==> config.mk <==
export PLATFORM = sky130hd
export DESIGN_NAME = operand_loader
export DESIGN_NICKNAME = d
export VERILOG_FILES = /design/src/rtl/alu_pkg.sv /design/src/rtl/button_conditioner.sv /design/src/rtl/operand_loader.sv
export SDC_FILE = /design/constraint.sdc
export NUM_CORES = 1
export LEC_CHECK = 0
export CAP_MARGIN = 40
export CORE_AREA = 5 5 65 67
export DETAILED_ROUTE_END_ITERATION = 6
export DIE_AREA = 0 0 70 72
export PLACE_DENSITY_LB_ADDON = 0.15
export SETUP_SLACK_MARGIN = 0.2
export SLEW_MARGIN = 15
export SYNTH_ARGS = -nofsm -noshare
export SYNTH_HDL_FRONTEND = slang
export SYNTH_SLANG_ARGS = --single-unit
==> constraint.sdc <==
create_clock -name clk -period 4.06 [get_ports clk]
set_clock_uncertainty 0.1 [all_clocks]
set_input_delay 0.609 -clock clk [delete_from_list [all_inputs] [get_ports clk]]
set_output_delay 0.609 -clock clk [all_outputs]
set_load 0.005 [all_outputs]
==> src/rtl/alu_pkg.sv <==
// Shared definitions for the 5-bit ALU datapath.
//   OPERAND_WIDTH  : datapath width shared by the loader and the value mux
//   loader_state_t : operand loader FSM encoding (also shown on the debug LEDs)
package alu_pkg;

   localparam int OPERAND_WIDTH = 5;

   typedef enum logic [1:0] {
      EMPTY  = 2'd0,
      HAVE_A = 2'd1,
      READY  = 2'd2
   } loader_state_t;

endpackage : alu_pkg

==> src/rtl/button_conditioner.sv <==
// Turns one raw, bouncing, asynchronous push-button into a clean level and a
// single-cycle press pulse.
//   clk         : system clock
//   rst_n       : asynchronous active-low reset
//   btn_raw     : raw button input, active-high, asynchronous
//   level       : debounced button level
//   press_pulse : one-cycle pulse on each accepted 0->1 transition of level
module button_conditioner #(
   parameter int DEBOUNCE_CYCLES = 4
) (
   input  logic clk,
   input  logic rst_n,
   input  logic btn_raw,
   output logic level,
   output logic press_pulse
);

   localparam int CW = $clog2(DEBOUNCE_CYCLES + 1);

   logic [1:0]    sync_q;
   logic [CW-1:0] cnt_q;
   logic          level_q;
   logic          pulse_q;

   always_ff @(posedge clk or negedge rst_n) begin
      if (!rst_n) begin
         sync_q  <= 2'b00;
         cnt_q   <= '0;
         level_q <= 1'b0;
         pulse_q <= 1'b0;
      end else begin
         sync_q  <= {sync_q[0], btn_raw};
         pulse_q <= 1'b0;
         if (sync_q[1] == level_q) begin
            cnt_q <= '0;
         end else if (cnt_q == CW'(DEBOUNCE_CYCLES)) begin
            // Sample has disagreed for DEBOUNCE_CYCLES counts: accept it.
            level_q <= sync_q[1];
            cnt_q   <= '0;
            pulse_q <= sync_q[1];
         end else begin
            cnt_q <= cnt_q + 1'b1;
         end
      end
   end

   assign level       = level_q;
   assign press_pulse = pulse_q;

endmodule : button_conditioner

==> src/rtl/operand_loader.sv <==
// Operand loader: captures the switch value into operand A then operand B on
// successive debounced load presses, toggles the mux select on sel presses and
// clears everything on clear presses.
//   clk, rst_n                     : clock, asynchronous active-low reset
//   sw                             : raw switches, sampled only on a capture edge
//   btn_load, btn_sel, btn_clear   : raw push-buttons, active-high
//   operand_a, operand_b           : registered operands to mux Input0/Input1
//   sel                            : registered mux select (0 -> A, 1 -> B)
//   valid                          : high while a full pair is held (state READY)
//   state                          : FSM state for LEDs/debug
//
// state  | meaning
// EMPTY  | no operand held
// HAVE_A | operand A captured, waiting for B
// READY  | both operands held, valid=1
// 2'd3   | unreachable, recovers to EMPTY
module operand_loader
   import alu_pkg::*;
#(
   parameter int WIDTH           = OPERAND_WIDTH,
   parameter int DEBOUNCE_CYCLES = 4
) (
   input  logic             clk,
   input  logic             rst_n,
   input  logic [WIDTH-1:0] sw,
   input  logic             btn_load,
   input  logic             btn_sel,
   input  logic             btn_clear,
   output logic [WIDTH-1:0] operand_a,
   output logic [WIDTH-1:0] operand_b,
   output logic             sel,
   output logic             valid,
   output logic [1:0]       state
);

   logic          load_p;
   logic          sel_p;
   logic          clr_p;
   logic [2:0]    unused_level;

   loader_state_t    state_q;
   logic [WIDTH-1:0] a_q;
   logic [WIDTH-1:0] b_q;
   logic             sel_q;
   logic             valid_q;

   button_conditioner #(.DEBOUNCE_CYCLES(DEBOUNCE_CYCLES)) u_btn_load (
      .clk         (clk),
      .rst_n       (rst_n),
      .btn_raw     (btn_load),
      .level       (unused_level[0]),
      .press_pulse (load_p)
   );

   button_conditioner #(.DEBOUNCE_CYCLES(DEBOUNCE_CYCLES)) u_btn_sel (
      .clk         (clk),
      .rst_n       (rst_n),
      .btn_raw     (btn_sel),
      .level       (unused_level[1]),
      .press_pulse (sel_p)
   );

   button_conditioner #(.DEBOUNCE_CYCLES(DEBOUNCE_CYCLES)) u_btn_clear (
      .clk         (clk),
      .rst_n       (rst_n),
      .btn_raw     (btn_clear),
      .level       (unused_level[2]),
      .press_pulse (clr_p)
   );

   always_ff @(posedge clk or negedge rst_n) begin
      if (!rst_n) begin
         state_q <= EMPTY;
         a_q     <= '0;
         b_q     <= '0;
         sel_q   <= 1'b0;
         valid_q <= 1'b0;
      end else if (clr_p) begin
         // Clear wins over any load or sel pulse in the same cycle.
         state_q <= EMPTY;
         a_q     <= '0;
         b_q     <= '0;
         sel_q   <= 1'b0;
         valid_q <= 1'b0;
      end else begin
         if (sel_p) begin
            sel_q <= ~sel_q;
         end
         case (state_q)
            EMPTY: begin
               if (load_p) begin
                  a_q     <= sw;
                  state_q <= HAVE_A;
               end
            end
            HAVE_A: begin
               if (load_p) begin
                  b_q     <= sw;
                  valid_q <= 1'b1;
                  state_q <= READY;
               end
            end
            READY: begin
               // A load from READY starts a fresh pair.
               if (load_p) begin
                  a_q     <= sw;
                  b_q     <= '0;
                  valid_q <= 1'b0;
                  state_q <= HAVE_A;
               end
            end
            default: begin
               state_q <= EMPTY;
               valid_q <= 1'b0;
            end
         endcase
      end
   end

   assign operand_a = a_q;
   assign operand_b = b_q;
   assign sel       = sel_q;
   assign valid     = valid_q;
   assign state     = state_q;

endmodule : operand_loader

==> results.ini, run 1 <==
[clock_network]
insertion_delay_ns = 0.34
cts_resized = 0
clock_path_buffers = 2
cts_made_buffers = 5
root_buffer = clkbuf_4
cts_tree = built
clock-sinks = 35
post_cts_buffers = 0
h-tree-depth = 2
cts_hold_buf = 0
clk_pin_slew_ns = 0.10

[finish]
nNetsFinal = 164
design_area_um2 = 1827
area_delta_synth_final_pct = 24.26
drive_above_1_share_pct = 10.27
utilization_pct = 51.05
diodes = 0

[place]
gp_routability_congestion = 0.6821
io_buffers = 23
dp_hpwl_mm = 1.757
placed_area_um2 = 1758
dp_worst_setup_slack_ns = 2.417

[global_routing]
grtUsageTotal_pct = 10.99
grt_max_degree = 36
grt_pass1_vias = 971
grt_pass1_wl_mm = 4.326
antenna_found_initial = 0
overflow = 0

[logic_synthesis]
synth-main-ff-cell = dfrtp_1
synth_area_leaders = dfrtp_1 60%, ha_1 7.7%, mux2i_1 5.4%
synth_common_cells = 35 x dfrtp_1, 14 x nor2_1, 9 x ha_1
synth_edf_count = 0
synthesis.nets = 135
synth_top_area_cell = dfrtp_1
netlist_instances = 116
yosysMostFrequentCell = dfrtp_1
ys_seq_elements = 35
ys_warn_count = 0
yosysSeqAreaShare_pct = 59.57
ys_types = 23
ys_async_sr_fraction_pct = 100.0
synth_area_per_cell_um2 = 12.67
synthesis.area_um2 = 1470
yosysTopAreaCellShare_pct = 59.57

[die]
core_um2 = 3578
die_y_um = 72
start_util_pct = 41.08
ios = 24
rows = 22
die-width_um = 70
die-area_um2 = 5040

[worst_setup_path]
critPathBufInv = 1
critPathLaunchType = register
crit_type = register to output port
critPathMaxStageDelay_ns = 0.53
critPathSlowestCell = clkdlybuf4s50_1
crit_path_end_kind = output port
arrival_ns = 1.31
crit_fanout = 6
path_cells = clkdlybuf4s50_1
critical-path-top-delay-family = buffers and inverters
crit_required_ns = 3.35

[sta]
hold_viol = 0
worstMarginPinSlew_ns = 0.4597
worst_slack_ns = 2.044
rsz0062_at_grt = false
fmax_mhz = 496.1
drv_slew = 0
layout_min_cycle_time_ns = 2.016
slew_headroom_pct = 69.36
setup_viol = 0
setup_tns_ns = 0
layout_worst_path_cycle_share_pct = 49.65

[route]
firstDrtPassIters = 2
finalWirelength_mm = 2.431
wl_per_cell_um = 12.53
vias_per_cell = 4.871
drt_iter0_drc = 36
drtAntennaViolNets = 0
drc = 0
vias = 945

[pwr]
p_leak_nw = 0.8501
power_density_nw_per_um2 = 662.5
vdd.ir_drop.worst_mv = 0.3153

[run]
cap_violations = 0

[hold_path]
hp-class = register to register

[outcome]
outcome = finished, final reports clean

## per-layer routing
layer  wire length (µm)  up-vias  global-route usage, %
met2               1147       28                  17.94
met4                 37        0                  4.468
met3                202        6                  5.540
li1                   -      444                      -
met1               1044      467                  12.29
met5                  0        -                      0
## final timing paths
path                            cells after the start                       startpoint                               to  slack [ns]
worst max-delay path                                1             state[0]$_DFFE_PN0P_                         state[0]        2.04
worst min-delay path                                0  u_btn_clear.sync_q[0]$_DFF_PN0_  u_btn_clear.sync_q[1]$_DFF_PN0_        0.26
worst max register to register                      4             state[0]$_DFFE_PN0P_         operand_b[1]$_DFFE_PN0P_        2.44
worst min register to register                      0  u_btn_clear.sync_q[0]$_DFF_PN0_  u_btn_clear.sync_q[1]$_DFF_PN0_        0.26
max in group asynchronous                           2                            rst_n   u_btn_load.sync_q[0]$_DFF_PN0_        2.97
min in group asynchronous                           2                            rst_n         operand_a[4]$_DFFE_PN0P_        0.57
## layout by cell type (no fill, tap or decap)
cell type	Yosys	final
clkdlybuf4s50_1	0	23
buf_4	0	1
nor2b_2	1	1
clkbuf_4	0	5
nor3b_1	6	6
nand2b_1	1	1
o21ba_2	1	1
o21a_1	1	1
nand2_1	3	3
nor3_1	4	4
a21oi_2	1	1
clkbuf_8	0	2
a21oi_1	1	1
xnor2_1	4	4
mux2i_1	8	8
ha_1	9	9
o21ai_0	2	2
nor2_1	14	14
a22o_1	5	5
mux2_2	3	3
clkbuf_1	0	1
nor2b_1	4	4
inv_1	8	8
dfrtp_1	35	35
nor4b_4	1	1
o21bai_1	1	1
and2b_1	1	1
## flip-flops by register name (all words and copies together) (netlist names)
name	count
u_btn_sel.cnt_q	3
u_btn_clear.level	1
u_btn_clear.press_pulse	1
u_btn_load.level	1
u_btn_load.cnt_q	3
u_btn_sel.press_pulse	1
u_btn_load.press_pulse	1
valid	1
u_btn_sel.sync_q	2
u_btn_sel.level	1
u_btn_load.sync_q	2
operand_a	5
u_btn_clear.sync_q	2
u_btn_clear.cnt_q	3
operand_b	5
sel	1
state	2
## logic make-up after synthesis
| kind of cell | after synthesis | share of synthesized area (%) |
|---|---|---|
| AOI/OAI and AO/OA | 12 | 6.298 |
| DFF | 35 | 59.57 |
| adders and majority gates | 9 | 7.660 |
| and+or+nand+nor | 35 | 13.62 |
| muxes | 11 | 7.745 |
| xor gates and xnor gates | 4 | 2.383 |
| buffers and inverters | 10 | 2.724 |
## cell type report
type,count,area (µm²)
timing repair buffer,24,237.7
fill,335,1752
inverter,8,30.03
clock buffer,8,68.82
sequential,35,875.8
tap,48,60.06
multi-input combinational,71,554.3
## per-stage QoR
step	power [mW]	hold slack, ns	std cells
after floorplan	0.8111	0.2134	116
after global placement	0.9899	0.2331	186
after detailed placement	1.014	0.2464	186
after CTS	1.233	0.2608	194
after global routing	1.309	0.2735	194
final	1.210	0.2609	194
## power breakdown
part	internal, mW	leakage (nW)	switching [mW]
sequential	0.458	0.442	0.0739
combinational	0.276	0.369	0.188
clock	0.102	0.0386	0.112
(Power assumes the default switching activity.)
==> run 2: changes to the inputs <==
==> constraint.sdc (replaced) <==
create_clock -name clk -period 1.7 [get_ports clk]
set_clock_uncertainty 0.1 [all_clocks]
set_input_delay 0.255 -clock clk [delete_from_list [all_inputs] [get_ports clk]]
set_output_delay 0.255 -clock clk [all_outputs]
set_load 0.005 [all_outputs]
==> run 2 against run 1 <==
Compared with the run above:
- combinational power increased to 2.7 times the previous value
- largest power group unchanged
- clock-buffer cell count decreased by 2
- highest routed layer unchanged
- via count increased by 1.3%
- critical endpoint is now state[1]
==> results.ini, run 2 (same netlist as run 1, synthesis figures left out) <==
[run]
cap_violations = 0

[route]
drtAntennaViolNets = 0
wl_met3_um = 197
top_layer_used = met4
drc = 0
drt_iter0_drc = 35
vias_per_cell = 4.668
wl_met1_mm = 1.163
finalWirelength_mm = 2.578
firstDrtPassIters = 4
vias = 957
dr_wl_met2_mm = 1.198
wl_per_cell_um = 12.58

[die]
core_um2 = 3578
ios = 24
die_y_um = 72
rows = 22
start_util_pct = 41.08
die-width_um = 70
die-area_um2 = 5040

[finish]
utilization_pct = 53.81
nNetsFinal = 175
diodes = 0
layout_common_cells = 34 x dfrtp_1, 14 x nor2_1, 14 x dlygate4sd2_1
area_delta_synth_final_pct = 30.98
final_common_cell = dfrtp_1
drive_above_1_share_pct = 21.02

[sta]
layout_min_cycle_time_ns = 1.501
layout_worst_path_cycle_share_pct = 88.29
drv_slew = 0
rsz0062_at_grt = true
slew_headroom_pct = 69.77
hold_viol = 0
setup_tns_ns = 0
fmax_mhz = 666.3
worstMarginPinSlew_ns = 0.4534
setup_viol = 0

[clock_network]
clock-sinks = 35
h-tree-depth = 2
cts_made_buffers = 5
cts_tree = built
clk_pin_slew_ns = 0.11
insertion_delay_ns = 0.33
cts_hold_buf = 0
root_buffer = clkbuf_4
clock_path_buffers = 2

[pwr]
p_leak_nw = 0.9361
vdd.ir_drop.worst_mv = 0.5775
power_density_nw_per_um2 = 1532

[global_routing]
overflow = 0
grt_pass1_vias = 980
grtUsageTotal_pct = 11.26
antenna_found_initial = 0
grt_max_degree = 36
grt_pass1_wl_mm = 4.353

[worst_setup_path]
crit_path_end_kind = output port
crit_fanout = 3
critPathLaunchType = register
arrival_ns = 1.15
crit_type = register to output port
crit_required_ns = 1.34

[hold_path]
hp-class = input pin to asynchronous set/reset pin

[place]
io_buffers = 23
dp_hpwl_mm = 1.741
gp_routability_congestion = 0.6806

[outcome]
outcome = finished, final reports clean

==> run 2: cell count changes in the layout (fill, tap and decap cells not counted), moves of 2 or more <==
cell and delta:
buf_4 +11, clkbuf_8 -2, clkdlybuf4s50_1 -14, dlygate4sd2_1 +14, ha_1 -3, ha_4 +3
inv_1 -2, inv_2 +2
==> run 2: layout make-up <==
class	instances	area, µm²
fill	318	1653
timing repair buffer	35	302.8
multi-input combinational	71	601.8
clock inverter	2	12.51
tap	48	60.06
inverter	8	30.03
clock buffer	6	41.29
sequential	35	877.1
==> run 2: critical path, stage by stage, from the launching register on <==
cell and delay, ns:
dfrtp_1 0.42, buf_4 0.14, dlygate4sd2_1 0.25
==> run 2: what timing repair did <==
item	4_1_cts	5_1_grt
setup endpoints to repair	20	6
setup buffers	10	1
cloned	0	0
gates resized for setup	24	0
pin swaps	5	4
==> run 2: final timing paths <==
path,slack [ns],startpoint,cells past startpoint,endpoint
max reg2reg,0.21,state[1]$_DFFE_PN0P_,5,operand_b[0]$_DFFE_PN0P_
min,0.22,rst_n,2,operand_b[3]$_DFFE_PN0P_
max,0.20,state[1]$_DFFE_PN0P_,2,state[1]
min in group clk,0.25,btn_sel,1,u_btn_sel.sync_q[0]$_DFF_PN0_
max in group asynchronous,0.96,rst_n,2,state[0]$_DFFE_PN0P_
min reg2reg,0.26,u_btn_load.sync_q[0]$_DFF_PN0_,0,u_btn_load.sync_q[1]$_DFF_PN0_
==> run 2: routing by layer <==
layer | up-vias | track usage, %
li1 | 467 | -
met1 | 458 | 12.74
met2 | 30 | 18.05
met3 | 2 | 4.294
met4 | 0 | 7.021
met5 | - | 0
==> run 2: power breakdown <==
| group | internal [mW] | leakage (nW) | switching, mW |
|---|---|---|---|
| clock network | 0.159 | 0.0282 | 0.273 |
| logic | 0.734 | 0.466 | 0.513 |
| registers | 1.10 | 0.441 | 0.173 |
| total | 1.99 | 0.936 | 0.960 |
==> run 2: through the flow <==
stage          instance area (µm²)  hold slack, ns  setup WS, ns  power, mW  cells
2_1_floorplan                 1470         -0.1406        0.2598      1.937    116
3_3_place_gp                  1758          0.2333        0.2104      2.363    186
3_5_place_dp                  1758          0.2363        0.1377      2.414    186
4_1_cts                       1918          0.2192        0.2064      2.979    204
5_1_grt                       1926          0.2244        0.1232      3.194    205
6_report                      1926          0.2155        0.1992      2.950    205
==> RTL change 1: new RTL, flow settings as in run 2 <==
`DEBOUNCE_CYCLES` is set to 4 in 2 places; all go to 2.
--- a/src/rtl/button_conditioner.sv
+++ b/src/rtl/button_conditioner.sv
@@ -7,5 +7,5 @@
 //   press_pulse : one-cycle pulse on each accepted 0->1 transition of level
 module button_conditioner #(
-   parameter int DEBOUNCE_CYCLES = 4
+   parameter int DEBOUNCE_CYCLES = 2
 ) (
    input  logic clk,
--- a/src/rtl/operand_loader.sv
+++ b/src/rtl/operand_loader.sv
@@ -19,5 +19,5 @@
 #(
    parameter int WIDTH           = OPERAND_WIDTH,
-   parameter int DEBOUNCE_CYCLES = 4
+   parameter int DEBOUNCE_CYCLES = 2
 ) (
    input  logic             clk,
Check against the original RTL: not equivalent (a bounded check fails within 10 cycles, from zero or initial values and one cycle with rst_n low).
==> RTL change 1 against run 2 <==
Via count is 14% lower. Sequential cell count is 3 lower. Final area is 8.9% lower. Worst setup slack better by 0.012 ns. Area after synthesis is 15% lower. Final cell count is 12% lower. Wire length is 9.2% lower. Power is 10% higher. Worst hold slack better by 0.0050 ns.
==> RTL change 1: results (changes against run 2) <==
Net Sw Frac: 0.305 (-0.0204)
Fillers: 332 (+4.4%)
Status: complete, no violations
Dpl cells: 163 (-12%)
Initial antenna violation count: 0 (unchanged)
FFs w/ async S/R, synth: 1.00 (unchanged)
Worst EP arrival: 1.65 ns (+0.50 ns)
Layout cell share with drive strength beyond 1: 0.256 (+0.0454)
Vias: 820 (-14%)
Mean number of vias per cell: 4.53 (-3.0%)
Clock group: 641 uW (+48%)
Area contributors post-synth: dfrtp_1 64%, mux2i_1 4.0%, a22o_1 3.5%
Number of global-route vias before repair: 894 (-8.8%)
1st-iter DRT viols: 38 (+8.6%)
Design Area, Final: 1750 um2 (-8.9%)
Post-CTS sizing: 17 (-29%)
Worst Tran Pin Value: 0.423 ns (-0.0303 ns)
Synthesized net count: 105 (-22%)
Largest net degree at the start of global routing: 33 (-8.3%)
CP Max Fanout: 5 (+2)
H-tree depth: 2 (unchanged)
Seq pwr share: 0.372 (-0.059)
Synth Area in Compound Gates: 0.0739 (+0.0109)
Mux share of post-synthesis cell area: 0.0669 (-0.0105)
Total track usage: 0.101 (-0.0120)
Synth Area in XOR/XNOR: 0.0280 (+0.00414)
Nets: 145 (-17%)
Global-route wire length before repair: 3.99 mm (-8.4%)
PwrDens: 1850 nW/um2 (+21%)
Lkg Pwr: 0.000868 uW (-7.3%)
Peak supply drop: 0.837 mV (+45%)
Antenna Cells: 0 (unchanged)
Area share of fa/ha/maj cells after synthesis: 0.0300 (-0.0466)
Placed inst area: 1550 um2 (-12%)
Routability cong.: 0.721 (+6.0%)
Yosys cell types: 23 (unchanged)
Detailed-route wire length: 2.34 mm (-9.2%)
Post-CTS Setup Bufs: 10 (unchanged)
Detail Placement HPWL: 1.56 mm (-11%)
Mean Syn Cell Area: 13.6 um2 (+7.4%)
Synth top cells by count: 32 x dfrtp_1, 8 x nor2_1, 7 x nor3_1
Setup WS pre-CTS: 0.141 ns (+0.00341 ns)
Post-synthesis sequential area ratio: 0.639 (+0.0436)
## RTL change 1: area by class of cell
class / instances / area share
clock inverters: 1 / 0.0171
inverters: 2 / 0.00428
repair buffers: 35 / 0.173
multi-input cells: 56 / 0.278
well taps: 48 / 0.0342
flip-flops and latches: 32 / 0.456
clock buffers: 7 / 0.0371
## RTL change 1: kinds of logic (layout without fill, tap and decap cells)
logic type | Yosys count | count (layout)
DFF | 32 | 32
and+or+nand+nor | 29 | 29
AOI/OAI and AO/OA | 12 | 12
muxes | 8 | 8
xor gates and xnor gates | 4 | 4
buffers and inverters | 4 | 45
adders and majority gates | 3 | 3
## RTL change 1: routing by layer
layer,vias to the layer above,routed length (um),track usage
met5,-,0,0
met4,0,20,0.0447
met3,2,66,0.0305
met2,8,1230,0.170
met1,411,1030,0.119
li1,399,-,-
## RTL change 1: path summary, 6_finish.rpt
path                                                 from                             end  slack, ns  cells past startpoint
hold reg to reg            u_btn_load.sync_q[0]$_DFF_PN0_  u_btn_load.sync_q[1]$_DFF_PN0_       0.26                      0
hold / removal                                      rst_n    u_btn_sel.cnt_q[1]$_DFF_PN0_       0.22                      2
max in group asynchronous                           rst_n               valid$_DFFE_PN0P_       0.99                      2
setup reg to reg                     state[1]$_DFFE_PN0P_        operand_b[2]$_DFFE_PN0P_       0.21                      5
min in group clk           u_btn_load.sync_q[0]$_DFF_PN0_  u_btn_load.sync_q[1]$_DFF_PN0_       0.26                      0
setup / recovery                     state[1]$_DFFE_PN0P_        operand_b[2]$_DFFE_PN0P_       0.21                      5
## RTL change 1: worst max-delay path, cell delays in order (launching register included)
cell and delay, ns:
dfrtp_1 0.40, inv_2 0.07, ha_2 0.19, nor2b_2 0.16, nor4b_4 0.34, a22o_1 0.18
==> RTL change 2: new RTL, config.mk and constraints of run 2 <==
Made on the original files. Add an input register stage for `sw`, with the module's reset; this delays it by one clock. The other inputs are not delayed to match.
--- a/src/rtl/operand_loader.sv
+++ b/src/rtl/operand_loader.sv
@@ -33,4 +33,14 @@
    output logic [1:0]       state
 );
+
+   logic [WIDTH-1:0] sw_q;
+
+   always_ff @(posedge clk or negedge rst_n) begin
+      if (!rst_n) begin
+         sw_q <= '0;
+      end else begin
+         sw_q <= sw;
+      end
+   end
 
    logic          load_p;
@@ -90,5 +100,5 @@
             EMPTY: begin
                if (load_p) begin
-                  a_q     <= sw;
+                  a_q     <= sw_q;
                   state_q <= HAVE_A;
                end
@@ -96,5 +106,5 @@
             HAVE_A: begin
                if (load_p) begin
-                  b_q     <= sw;
+                  b_q     <= sw_q;
                   valid_q <= 1'b1;
                   state_q <= READY;
@@ -104,5 +114,5 @@
                // A load from READY starts a fresh pair.
                if (load_p) begin
-                  a_q     <= sw;
+                  a_q     <= sw_q;
                   b_q     <= '0;
                   valid_q <= 1'b0;
Function: changed (Yosys sat finds a counterexample within 10 cycles, from zero or initial values and one cycle with rst_n low).
==> RTL change 2 against run 2 <==
Worst setup slack improved by 0.0061 ns. Global-route usage increased by 1.3 points. Area after synthesis increased by 7.7%. Count of clock-buffer cells in the layout increased by 1. Sequential cell count increased by 5. Non-clock buffer count increased by 4. Combinational power decreased by 21%. Power decreased by 3.8%. Register-to-register slack improved by 0.02 ns. Worst hold slack improved by 0.020 ns. Final cell count increased by 3.4%. Wire length increased by 6.7%. Final area increased by 8.5%.
==> RTL change 2: results (changes against run 2) <==
Status: complete, no violations
Post-synthesis sequential area ratio: 0.632 (+0.0362)
Max-slew violations: 0 (unchanged)
Peak supply drop: 0.728 mV (+26%)
Num CTS Buffers: 5 (unchanged)
Clock transition at path regs: 0.11 ns (about the same)
Largest net degree at the start of global routing: 41 (+14%)
R2r endpoint: operand_a[4]$_DFFE_PN0P_
Nets: 183 (+4.6%)
1st-iter DRT viols: 37 (+5.7%)
YS warnings: 0 (unchanged)
Worst EP arrival: 1.14 ns
Synthesized net count: 138 (+2.2%)
Synth top cells by count: 40 x dfrtp_1, 15 x nor2_1, 9 x ha_1
Hold Path Class: in2reg
Area contributors post-synth: dfrtp_1 63%, ha_1 7.1%, mux2i_1 5.1%
CP top delay family: flip-flops
Clock root buffer: clkbuf_4
Global-route wire length before repair: 4.93 mm (+13%)
Layout cell share with drive strength beyond 1: 0.226 (+0.0154)
Initial antenna violation count: 0 (unchanged)
Yosys cell types: 22 (-4.3%)
CP Max Fanout: 3 (unchanged)
Placed inst area: 1890 um2 (+7.3%)
EDFF count, synth: 0 (unchanged)
Rel. slew slack: 0.677 (-0.0209)
Hold worst-path end: sw_q[3]$_DFF_PN0_
Detail Placement HPWL: 1.97 mm (+13%)
R2r setup slk: 0.23 ns (+0.02 ns)
Number of global-route vias before repair: 1167 (+19%)
R2R cell count: 5 (unchanged)
Hold WS: 0.235 ns (+0.0195 ns)
Drt pass-1 iters: 3 (-1)
PortBufs: 23 (unchanged)
Lkg Pwr: 0.00103 uW (+11%)
Hold_sp: sw[3]
Detailed-route wire length: 2.75 mm (+6.7%)
FFs w/ async S/R, synth: 1.00 (unchanged)
Main synth FF type: dfrtp_1
H-tree depth: 2 (unchanged)
Total track usage: 0.126 (+0.0131)
Antenna Cells: 0 (unchanged)
Slowest stage delay, CP: 0.42 ns (about the same)
Critical-path top delay cell: dfrtp_1
Mean number of vias per cell: 4.82 (+3.2%)
Routability cong.: 0.724 (+6.4%)
Crit Reg-Reg Startpoint: state[0]$_DFFE_PN0P_
==> RTL change 2: worst max path at each step <==
stage,startpoint,endpoint,slack (ns),depth (start not counted)
after detailed placement,state[0]$_DFFE_PN0P_,operand_a[2]$_DFFE_PN0P_,0.07,5
after CTS,state[1]$_DFFE_PN0P_,state[1],0.17,2
after floorplan,state[0]$_DFFE_PN0P_,operand_a[0]$_DFFE_PN0P_,0.24,5
after global placement,state[0]$_DFFE_PN0P_,operand_a[4]$_DFFE_PN0P_,0.14,5
final,state[1]$_DFFE_PN0P_,state[1],0.21,2
after global routing,state[1]$_DFFE_PN0P_,operand_a[0]$_DFFE_PN0P_,0.12,5
==> RTL change 2: repair_timing <==
action                                 CTS  global route
endpoints found under the hold margin   40             0
pin swaps                                5             6
hold buffers                             1             0
buffers inserted                        12             1
setup endpoints to repair               24            11
resized for setup                       25             0
==> RTL change 2: cell type report <==
type / instances / area, um2
inverters: 8 / 30.0
fillers: 309 / 1490
well taps: 48 / 60.1
clock buffers: 7 / 65.1
flip-flops and latches: 40 / 1000
repair buffers: 39 / 334
multi-input cells: 70 / 598
==> RTL change 2: cell families after synthesis <==
group / Yosys count / share of synthesized area
AOI/OAI and AO/OA: 12 / 0.0592
xor gates and xnor gates: 4 / 0.0221
adders and majority gates: 9 / 0.0711
buffers and inverters: 9 / 0.0221
DFF: 40 / 0.632
muxes: 11 / 0.0719
and+or+nand+nor: 34 / 0.122
==> RTL change 2: metal layers <==
metal,share of wire,vias up,global-route usage
met5,0,-,0
met4,0.017,0,0.0511
met3,0.055,6,0.0568
met2,0.52,18,0.234
met1,0.40,512,0.120
li1,-,485,-
==> RTL change 2: report_power, final <==
part / switching (uW) / leakage (uW) / internal, uW
logic: 405 / 0.000488 / 580
registers: 156 / 0.000509 / 1180
clock network: 281 / 0.0000374 / 235
==> RTL change 2: through the flow <==
step                      std cells  power, uW  setup slack, ns
after CTS                       211       2870            0.172
after floorplan                 119       1860            0.244
final                           212       2840            0.205
after global placement          191       2200            0.138
after global routing            212       3060            0.122
after detailed placement        191       2250           0.0727
